### src/rtl/key_debounce.sv
// Debounces four active-low push-buttons into levels, press/release pulses and a key code.
// Optional long-press pulses are enabled by defining KEY_LONG_PRESS_EN.
module key_debounce #(
    parameter int DEBOUNCE_CYC = 1_000_000,
    parameter int LONG_CYC     = 50_000_000,
    parameter int CNT_W        = 26
) (
    input  logic       sys_clk,
    input  logic       rst,
    input  logic [3:0] key_n,
    output logic [3:0] key_state,
    output logic [3:0] key_press,
    output logic [3:0] key_release,
    output logic       key_valid,
    output logic [1:0] key_code,
    output logic [3:0] key_long
);

    localparam logic [CNT_W-1:0] DEB_LAST = CNT_W'(DEBOUNCE_CYC - 1);

    logic [3:0]       sync1_r;
    logic [3:0]       sync2_r;
    logic [3:0]       sync_s;
    logic [3:0]       deb_r;
    logic [3:0]       deb_nxt_s;
    logic [CNT_W-1:0] cnt_r     [4];
    logic [CNT_W-1:0] cnt_nxt_s [4];
    logic [3:0]       rise_s;
    logic [3:0]       fall_s;
    logic [3:0]       press_r;
    logic [3:0]       release_r;
    logic             valid_r;
    logic [1:0]       code_r;
    logic [1:0]       code_s;

    // Lowest set index of a 4-bit vector.
    function automatic logic [1:0] lowest_idx(input logic [3:0] vec);
        logic [1:0] idx;
        casez (vec)
            4'b???1: idx = 2'd0;
            4'b??10: idx = 2'd1;
            4'b?100: idx = 2'd2;
            4'b1000: idx = 2'd3;
            default: idx = 2'd0;
        endcase
        return idx;
    endfunction

    assign sync_s = ~sync2_r;

    // Per-key stability counter and accept decision.
    always_comb begin
        deb_nxt_s = deb_r;
        for (int i = 0; i < 4; i++) begin
            cnt_nxt_s[i] = {CNT_W{1'b0}};
            if (sync_s[i] == deb_r[i]) begin
                cnt_nxt_s[i] = {CNT_W{1'b0}};
                deb_nxt_s[i] = deb_r[i];
            end else if (cnt_r[i] == DEB_LAST) begin
                cnt_nxt_s[i] = {CNT_W{1'b0}};
                deb_nxt_s[i] = sync_s[i];
            end else begin
                cnt_nxt_s[i] = cnt_r[i] + {{(CNT_W-1){1'b0}}, 1'b1};
                deb_nxt_s[i] = deb_r[i];
            end
        end
        rise_s = deb_nxt_s & ~deb_r;
        fall_s = ~deb_nxt_s & deb_r;
        code_s = lowest_idx(rise_s);
    end

    // Synchroniser, debounced levels and event pulses, all aligned to the same edge.
    always_ff @(posedge sys_clk) begin
        if (rst) begin
            sync1_r   <= 4'b1111;
            sync2_r   <= 4'b1111;
            deb_r     <= 4'b0000;
            press_r   <= 4'b0000;
            release_r <= 4'b0000;
            valid_r   <= 1'b0;
            code_r    <= 2'd0;
            for (int i = 0; i < 4; i++) begin
                cnt_r[i] <= {CNT_W{1'b0}};
            end
        end else begin
            sync1_r   <= key_n;
            sync2_r   <= sync1_r;
            deb_r     <= deb_nxt_s;
            press_r   <= rise_s;
            release_r <= fall_s;
            valid_r   <= |rise_s;
            if (|rise_s) begin
                code_r <= code_s;
            end
            for (int i = 0; i < 4; i++) begin
                cnt_r[i] <= cnt_nxt_s[i];
            end
        end
    end

    assign key_state   = deb_r;
    assign key_press   = press_r;
    assign key_release = release_r;
    assign key_valid   = valid_r;
    assign key_code    = code_r;

`ifdef KEY_LONG_PRESS_EN
    localparam logic [CNT_W-1:0] LONG_LAST = CNT_W'(LONG_CYC - 1);
    localparam logic [CNT_W-1:0] LONG_PRE  = CNT_W'(LONG_CYC - 2);

    logic [CNT_W-1:0] hcnt_r [4];
    logic [3:0]       long_r;

    // Hold counter stops at its last value so each press fires at most once.
    always_ff @(posedge sys_clk) begin
        if (rst) begin
            long_r <= 4'b0000;
            for (int i = 0; i < 4; i++) begin
                hcnt_r[i] <= {CNT_W{1'b0}};
            end
        end else begin
            for (int i = 0; i < 4; i++) begin
                long_r[i] <= deb_r[i] && (hcnt_r[i] == LONG_PRE);
                if (!deb_r[i]) begin
                    hcnt_r[i] <= {CNT_W{1'b0}};
                end else if (hcnt_r[i] != LONG_LAST) begin
                    hcnt_r[i] <= hcnt_r[i] + {{(CNT_W-1){1'b0}}, 1'b1};
                end
            end
        end
    end

    assign key_long = long_r;
`else
    assign key_long = 4'b0000;
`endif

endmodule

### config.mk
export PLATFORM = sky130hd
export DESIGN_NAME = key_debounce
export DESIGN_NICKNAME = d
export VERILOG_FILES = /design/src/rtl/key_debounce.sv
export SDC_FILE = /design/constraint.sdc
export NUM_CORES = 1
export LEC_CHECK = 0
export ABC_AREA = 0
export ABC_CLOCK_PERIOD_IN_PS = 4100
export BUFFER_PORTS_ARGS = -buffer_cell sky130_fd_sc_hd__buf_2
export CAP_MARGIN = 40
export CORE_MARGIN = 2
export CORE_UTILIZATION = 37
export DETAILED_ROUTE_END_ITERATION = 10
export SYNTH_ARGS = -nofsm -noshare
export SYNTH_HDL_FRONTEND = slang
export SYNTH_SLANG_ARGS = --single-unit
export TNS_END_PERCENT = 1
### constraint.sdc
create_clock -name sys_clk -period 4.1 [get_ports sys_clk]
set_clock_uncertainty 0.15 [all_clocks]
set_input_delay 0.205 -clock sys_clk [delete_from_list [all_inputs] [get_ports sys_clk]]
set_output_delay 0.205 -clock sys_clk [all_outputs]
set_load 0.01 [all_outputs]
==> impl_metrics.toml, run 1 <==
[setup_path]
crit_path_start_kind = "flop"
critPathRequiredTime_ns = 4.21
r2r_start = "cnt_r[2][0]"
reg2reg_to = "cnt_r[2][8]"
crit_chain = "ha_1 -> nand3_1 -> nor3_1 -> a211o_1 -> nor2_1"
crit_family = "simple AND/OR/NAND/NOR gates"
crit_slowest_cell = "a211o_1"
worst_setup_path_end_kind = "flop"
critPathArrivalTime_ns = 2.66
path_buf_inv = 0
rr_worst_depth = 5
critPathMaxFanout = 26
reg2reg_slack_ns = 1.55
slowest_delay_ns = 0.76
critical_path_class = "reg2reg"

[floorplanning]
coreArea_um2 = 15300
initial_core_util_pct = 38.1
die_area_um2 = 16800
fp.dieW_um = 130
dieHeight_um = 130
num_rows = 45
io_pins = 25

[routing]
dr.pass1.iters = 5
route.vias.total = 4873
dr.first_iter.drc_count = 358
drt_wl_total_um = 12500
avgRoutedWirePerCell_um = 14.0
ant_nets = 0
drc_errors = 0
via_per_inst = 5.44

[timing]
maxSlewHeadroom_pct = 40.1
fin_crit_ns = 2.55
setup_viol = 0
whs_ns = 0.0318
slew_violations = 0
period_share_pct = 62.2
max_clock_freq_ghz = 0.392
worstMarginPinSlew_ns = 0.899
tns_ns = 0
rsz0062_at_grt = "false"
hold_violations = 0

[cells_and_area]
final_util_pct = 43.4
layout.nets = 683
layout-drive-gt1-share_pct = 12.1
diodes = 0
fin_cells = 896
area_growth_pct = 13.9

[clocking]
clk_pin_slew_ns = 0.05
cts_setup_buffers = 0
cts_sinks = 127
root_buffer = "clkbuf_16"
insertion_delay_ns = 0.41
numCtsBuffers = 17
h-tree-depth = 4
cts_buffer_depth = 2
cts_tree = "built"

[synthesis]
synth_top_area_share_pct = 43.6
async_flop_share_pct = 0
synth-seq-area-share_pct = 43.6
syn-mean-instance-area_um2 = 8.78
syn-instance-count = 664
synthTopCellsByArea = "dfxtp_1 44%, xnor2_1 4.1%, or4_1 4.0%"
synth.lib_cells_used.distinct = 50
synth-seq-cells = 127
post-synth-top-count-cell = "dfxtp_1"
ys_warn_count = 0
synthFlopType = "dfxtp_1"
post_synth_most_frequent_cells = "127 x dfxtp_1, 51 x nor2_1, 43 x a21oi_1, 36 x nand3_1, 34 x nand4_1"
synth-edff-count = 0
synth_area_um2 = 5830
synth_top_area_cell = "dfxtp_1"

[run]
maxCapViolations = 0

[place]
dp.cells = 861
place_congestion = 0.793
dp_hpwl_um = 8360
portBuffers = 20

[power_and_ir_drop]
power_density_nw_per_um2 = 411
vdd_drop_max_uv = 266
p_leak_nw = 2.03
power_mw = 2.73

[grt]
grt_max_degree = 27
first_global_vias = 4644
grt_pass1_wl_um = 21300
track_usage_pct = 15.8
antenna_found_initial = 0
grt-ovfl-total = 0

[run_status]
outcome = "complete, no violations"

[hold_path]
hp-start = "rst"
hold_class = "in2reg"
hold_depth = 2
hold_end = "key_press[1]"
[layout by cell type (no fill, tap or decap), types with 3 or more instances in the layout]
cell and n:
a21oi_1 43, a21oi_2 5, and2_1 6, and3_1 10
and4_1 14, buf_2 20, clkbuf_1 4, clkbuf_16 17
clkbuf_8 3, clkinv_2 5, conb_1 4, dfxtp_1 127
dlygate4sd3_1 4, ha_1 4, inv_1 19, nand2_1 31
nand3_1 36, nand4_1 34, nor2_1 51, nor2_2 15
nor3_1 12, nor4_1 24, nor4b_1 4, o21ai_0 17
o21ba_1 3, o31a_1 3, o31ai_1 27, or2_1 3
or2_2 9, or3_1 21, or4_1 31, xnor2_1 27
xor2_1 24
[state kept, by name, summed over array words and instances (netlist names)]
name and flops:
key_state 4, sync1_r 4, key_valid 1, cnt_r 104, key_press 4, key_release 4
key_code 2, sync2_r 4
[report_power, final]
group	total, mW	switching (mW)	internal [mW]
registers	1.24	0.00303	1.24
clock network	1.45	0.521	0.934
logic	0.0292	0.0187	0.0104
total	2.73	0.543	2.18
[layout make-up]
cell class	instances	area (um^2)
fill	1489	8670
tap	211	264
timing repair buffer	26	155
clock inverter	7	85.1
sequential	127	2540
inverter	19	71.3
clock buffer	24	482
multi-input combinational	482	3040
[layer usage]
| metal | wire length (um) | track usage, % | vias to the layer above | share of wire, % |
|---|---|---|---|---|
| met2 | 5690 | 24.6 | 89 | 46 |
| met1 | 6130 | 20.4 | 2302 | 49 |
| li1 | - | - | 2463 | - |
| met3 | 512 | 5.41 | 19 | 4.1 |
| met4 | 172 | 5.82 | 0 | 1.4 |
| met5 | 0 | 0 | - | 0 |
[logic make-up (layout without fill, tap and decap cells)]
| group | Yosys count | in the layout | synth area share [%] |
|---|---|---|---|
| AO/OA/AOI/OAI | 111 | 111 | 12.4 |
| XOR/XNOR | 51 | 51 | 7.66 |
| adder cells (fa/ha/maj) | 4 | 4 | 0.858 |
| buffers and inverters | 58 | 76 | 4.42 |
| flip-flops | 127 | 127 | 43.6 |
| other | 1 | 4 | 0.0643 |
| AND/OR/NAND/NOR | 312 | 312 | 30.9 |
[per-stage QoR]
stage          worst slack [ns]  instance area, um^2
2_1_floorplan              1.97                 5840
3_3_place_gp               1.72                 6030
3_5_place_dp               1.58                 6030
4_1_cts                    1.58                 6640
5_1_grt                    1.29                 6640
6_report                   1.55                 6640
[worst max path at each step]
stage | from | endpoint | cells past startpoint
4_1_cts | cnt_r[2][0] | cnt_r[2][8] | 5
6_report | cnt_r[2][0] | cnt_r[2][8] | 5
2_1_floorplan | cnt_r[3][0] | cnt_r[3][24] | 6
5_1_grt | cnt_r[2][0] | cnt_r[2][20] | 5
3_3_place_gp | cnt_r[2][2] | cnt_r[2][14] | 4
3_5_place_dp | cnt_r[2][0] | cnt_r[2][8] | 5
[timing repair]
action / in CTS / in global routing
hold endpoints to repair: 4 / 0
gates resized for setup: 0 / 0
hold buffers: 4 / 0
Power figures use the tool's default switching activity.
==> inputs of run 2 (changes only) <==
--- a/config.mk
+++ b/config.mk
@@ -6,7 +6,7 @@
 export NUM_CORES = 1
 export LEC_CHECK = 0
 export ABC_AREA = 0
-export ABC_CLOCK_PERIOD_IN_PS = 4100
+export ABC_CLOCK_PERIOD_IN_PS = 2100
 export BUFFER_PORTS_ARGS = -buffer_cell sky130_fd_sc_hd__buf_2
 export CAP_MARGIN = 40
 export CORE_MARGIN = 2
==> constraint.sdc (replaced) <==
create_clock -name sys_clk -period 2.1 [get_ports sys_clk]
set_clock_uncertainty 0.15 [all_clocks]
set_input_delay 0.105 -clock sys_clk [delete_from_list [all_inputs] [get_ports sys_clk]]
set_output_delay 0.105 -clock sys_clk [all_outputs]
set_load 0.01 [all_outputs]
==> impl_metrics.toml, run 2 (synthesis gave the netlist of run 1 again) <==
[power_and_ir_drop]
p_leak_nw = 2.30
vdd_drop_max_uv = 519
power_mw = 5.19
power_density_nw_per_um2 = 731

[setup_path]
reg2reg_to = "cnt_r[1][25]"
reg2reg_slack_ns = 0.09
critPathMaxFanout = 13
cp-endpoint = "cnt_r[1][25]"
critPathArrivalTime_ns = 2.15
critical_path_class = "reg2reg"
worst_setup_path_end_kind = "flop"
critPathRequiredTime_ns = 2.24
crit_path_start_kind = "flop"
r2r_start = "cnt_r[1][25]"
worstSetupStartpoint = "cnt_r[1][25]"
rr_worst_depth = 6

[grt]
use_met2_pct = 26.3
grt-ovfl-total = 0
antenna_found_initial = 0
top_usage_layer = "met2"
grt_pass1_wl_um = 21800
grt_max_degree = 27
met3_usage_pct = 5.00
met1_usage_pct = 20.4
track_usage_pct = 16.1
first_global_vias = 4728

[cells_and_area]
largest_register_ffs = 104
final_area_um2 = 7100
area_growth_pct = 21.7
layout.nets = 733
layout-drive-gt1-share_pct = 19.2
final_common_cell = "dfxtp_1"
mostFrequentLayoutCells = "127 x dfxtp_1, 51 x nor2_1, 45 x buf_4"
top_register = "cnt_r"
diodes = 0

[routing]
drt_wl_total_um = 12900
ant_nets = 0
via_per_inst = 5.33
drc_errors = 0
dr.pass1.iters = 5
dr.first_iter.drc_count = 339
avgRoutedWirePerCell_um = 13.7
route.vias.total = 5041

[timing]
max_clock_freq_ghz = 0.498
maxSlewHeadroom_pct = 65.3
worstMarginPinSlew_ns = 0.513
rsz0062_at_grt = "false"
setup_viol = 0
tns_ns = 0
worst_slack_ns = 0.0923
slew_violations = 0
period_share_pct = 95.6
hold_violations = 0
fin_crit_ns = 2.01
whs_ns = 0.262

[clocking]
cts_buffer_depth = 2
clk_pin_slew_ns = 0.05
cts_sinks = 127
root_buffer = "clkbuf_16"
numCtsBuffers = 17
h-tree-depth = 4
cts_tree = "built"
insertion_delay_ns = 0.41

[floorplanning]
io_pins = 25
dieHeight_um = 130
coreArea_um2 = 15300
die_area_um2 = 16800
initial_core_util_pct = 38.1
num_rows = 45
fp.dieW_um = 130

[place]
portBuffers = 20
dp_hpwl_um = 8920
dpl_cell_area_um2 = 6430
place_congestion = 0.835
dp_slack_ns = 0.0705

[run]
maxCapViolations = 0

[hold_path]
hold_class = "in2reg"

[run_status]
outcome = "complete, no violations"
run 2: power by group:
part	switching (mW)	internal, mW
Sequential	0.00603	2.42
Clock	0.993	1.69
Combinational	0.0413	0.0341
run 2: stage by stage:
step / std cells / utilization, %
floorplan: 667 / -
global placement: 906 / 42.0
detailed placement: 906 / 42.0
CTS: 941 / 45.8
global route: 945 / 46.3
finish: 945 / 46.3
run 2: worst max-delay path, stage by stage (launching register included):
cell and delay (ns):
dfxtp_1 0.32, or4_1 0.53, or2_4 0.30, o31ai_4 0.17, buf_4 0.20, buf_12 0.16, a21oi_1 0.05
run 2: layer usage:
metal,routed length (um),up-vias
li1,-,2558
met1,6140,2385
met2,6090,89
met3,539,9
met4,131,0
met5,0,-
run 2: final cells by class:
class                           count  area [um^2]
Fill cell                        1488         8220
Sequential cell                   127         2540
Clock inverter                      7         62.6
Tap cell                          211          264
Clock buffer                       23          478
Timing Repair Buffer               76          604
Inverter                           19         71.3
Multi-Input combinational cell    482         3080
run 2: worst min path at each step:
| stage | start | end | slack (ns) | cells after the start |
|---|---|---|---|---|
| global placement | key_n[1] | sync1_r[1] | 0.15 | 2 |
| finish | key_n[1] | sync1_r[1] | 0.26 | 3 |
| floorplan | key_n[0] | sync1_r[0] | 0.06 | 1 |
| global route | key_n[1] | sync1_r[1] | 0.26 | 3 |
| CTS | key_n[1] | sync1_r[1] | 0.25 | 3 |
| detailed placement | key_n[1] | sync1_r[1] | 0.15 | 2 |
run 2: repair_timing:
| action | 4_1_cts | 5_1_grt |
|---|---|---|
| setup endpoints to repair | 0 | 52 |
| hold endpoints to repair | 9 | 0 |
| setup buffers | 0 | 2 |
| gates resized for setup | 0 | 7 |
| hold buffers | 5 | 0 |
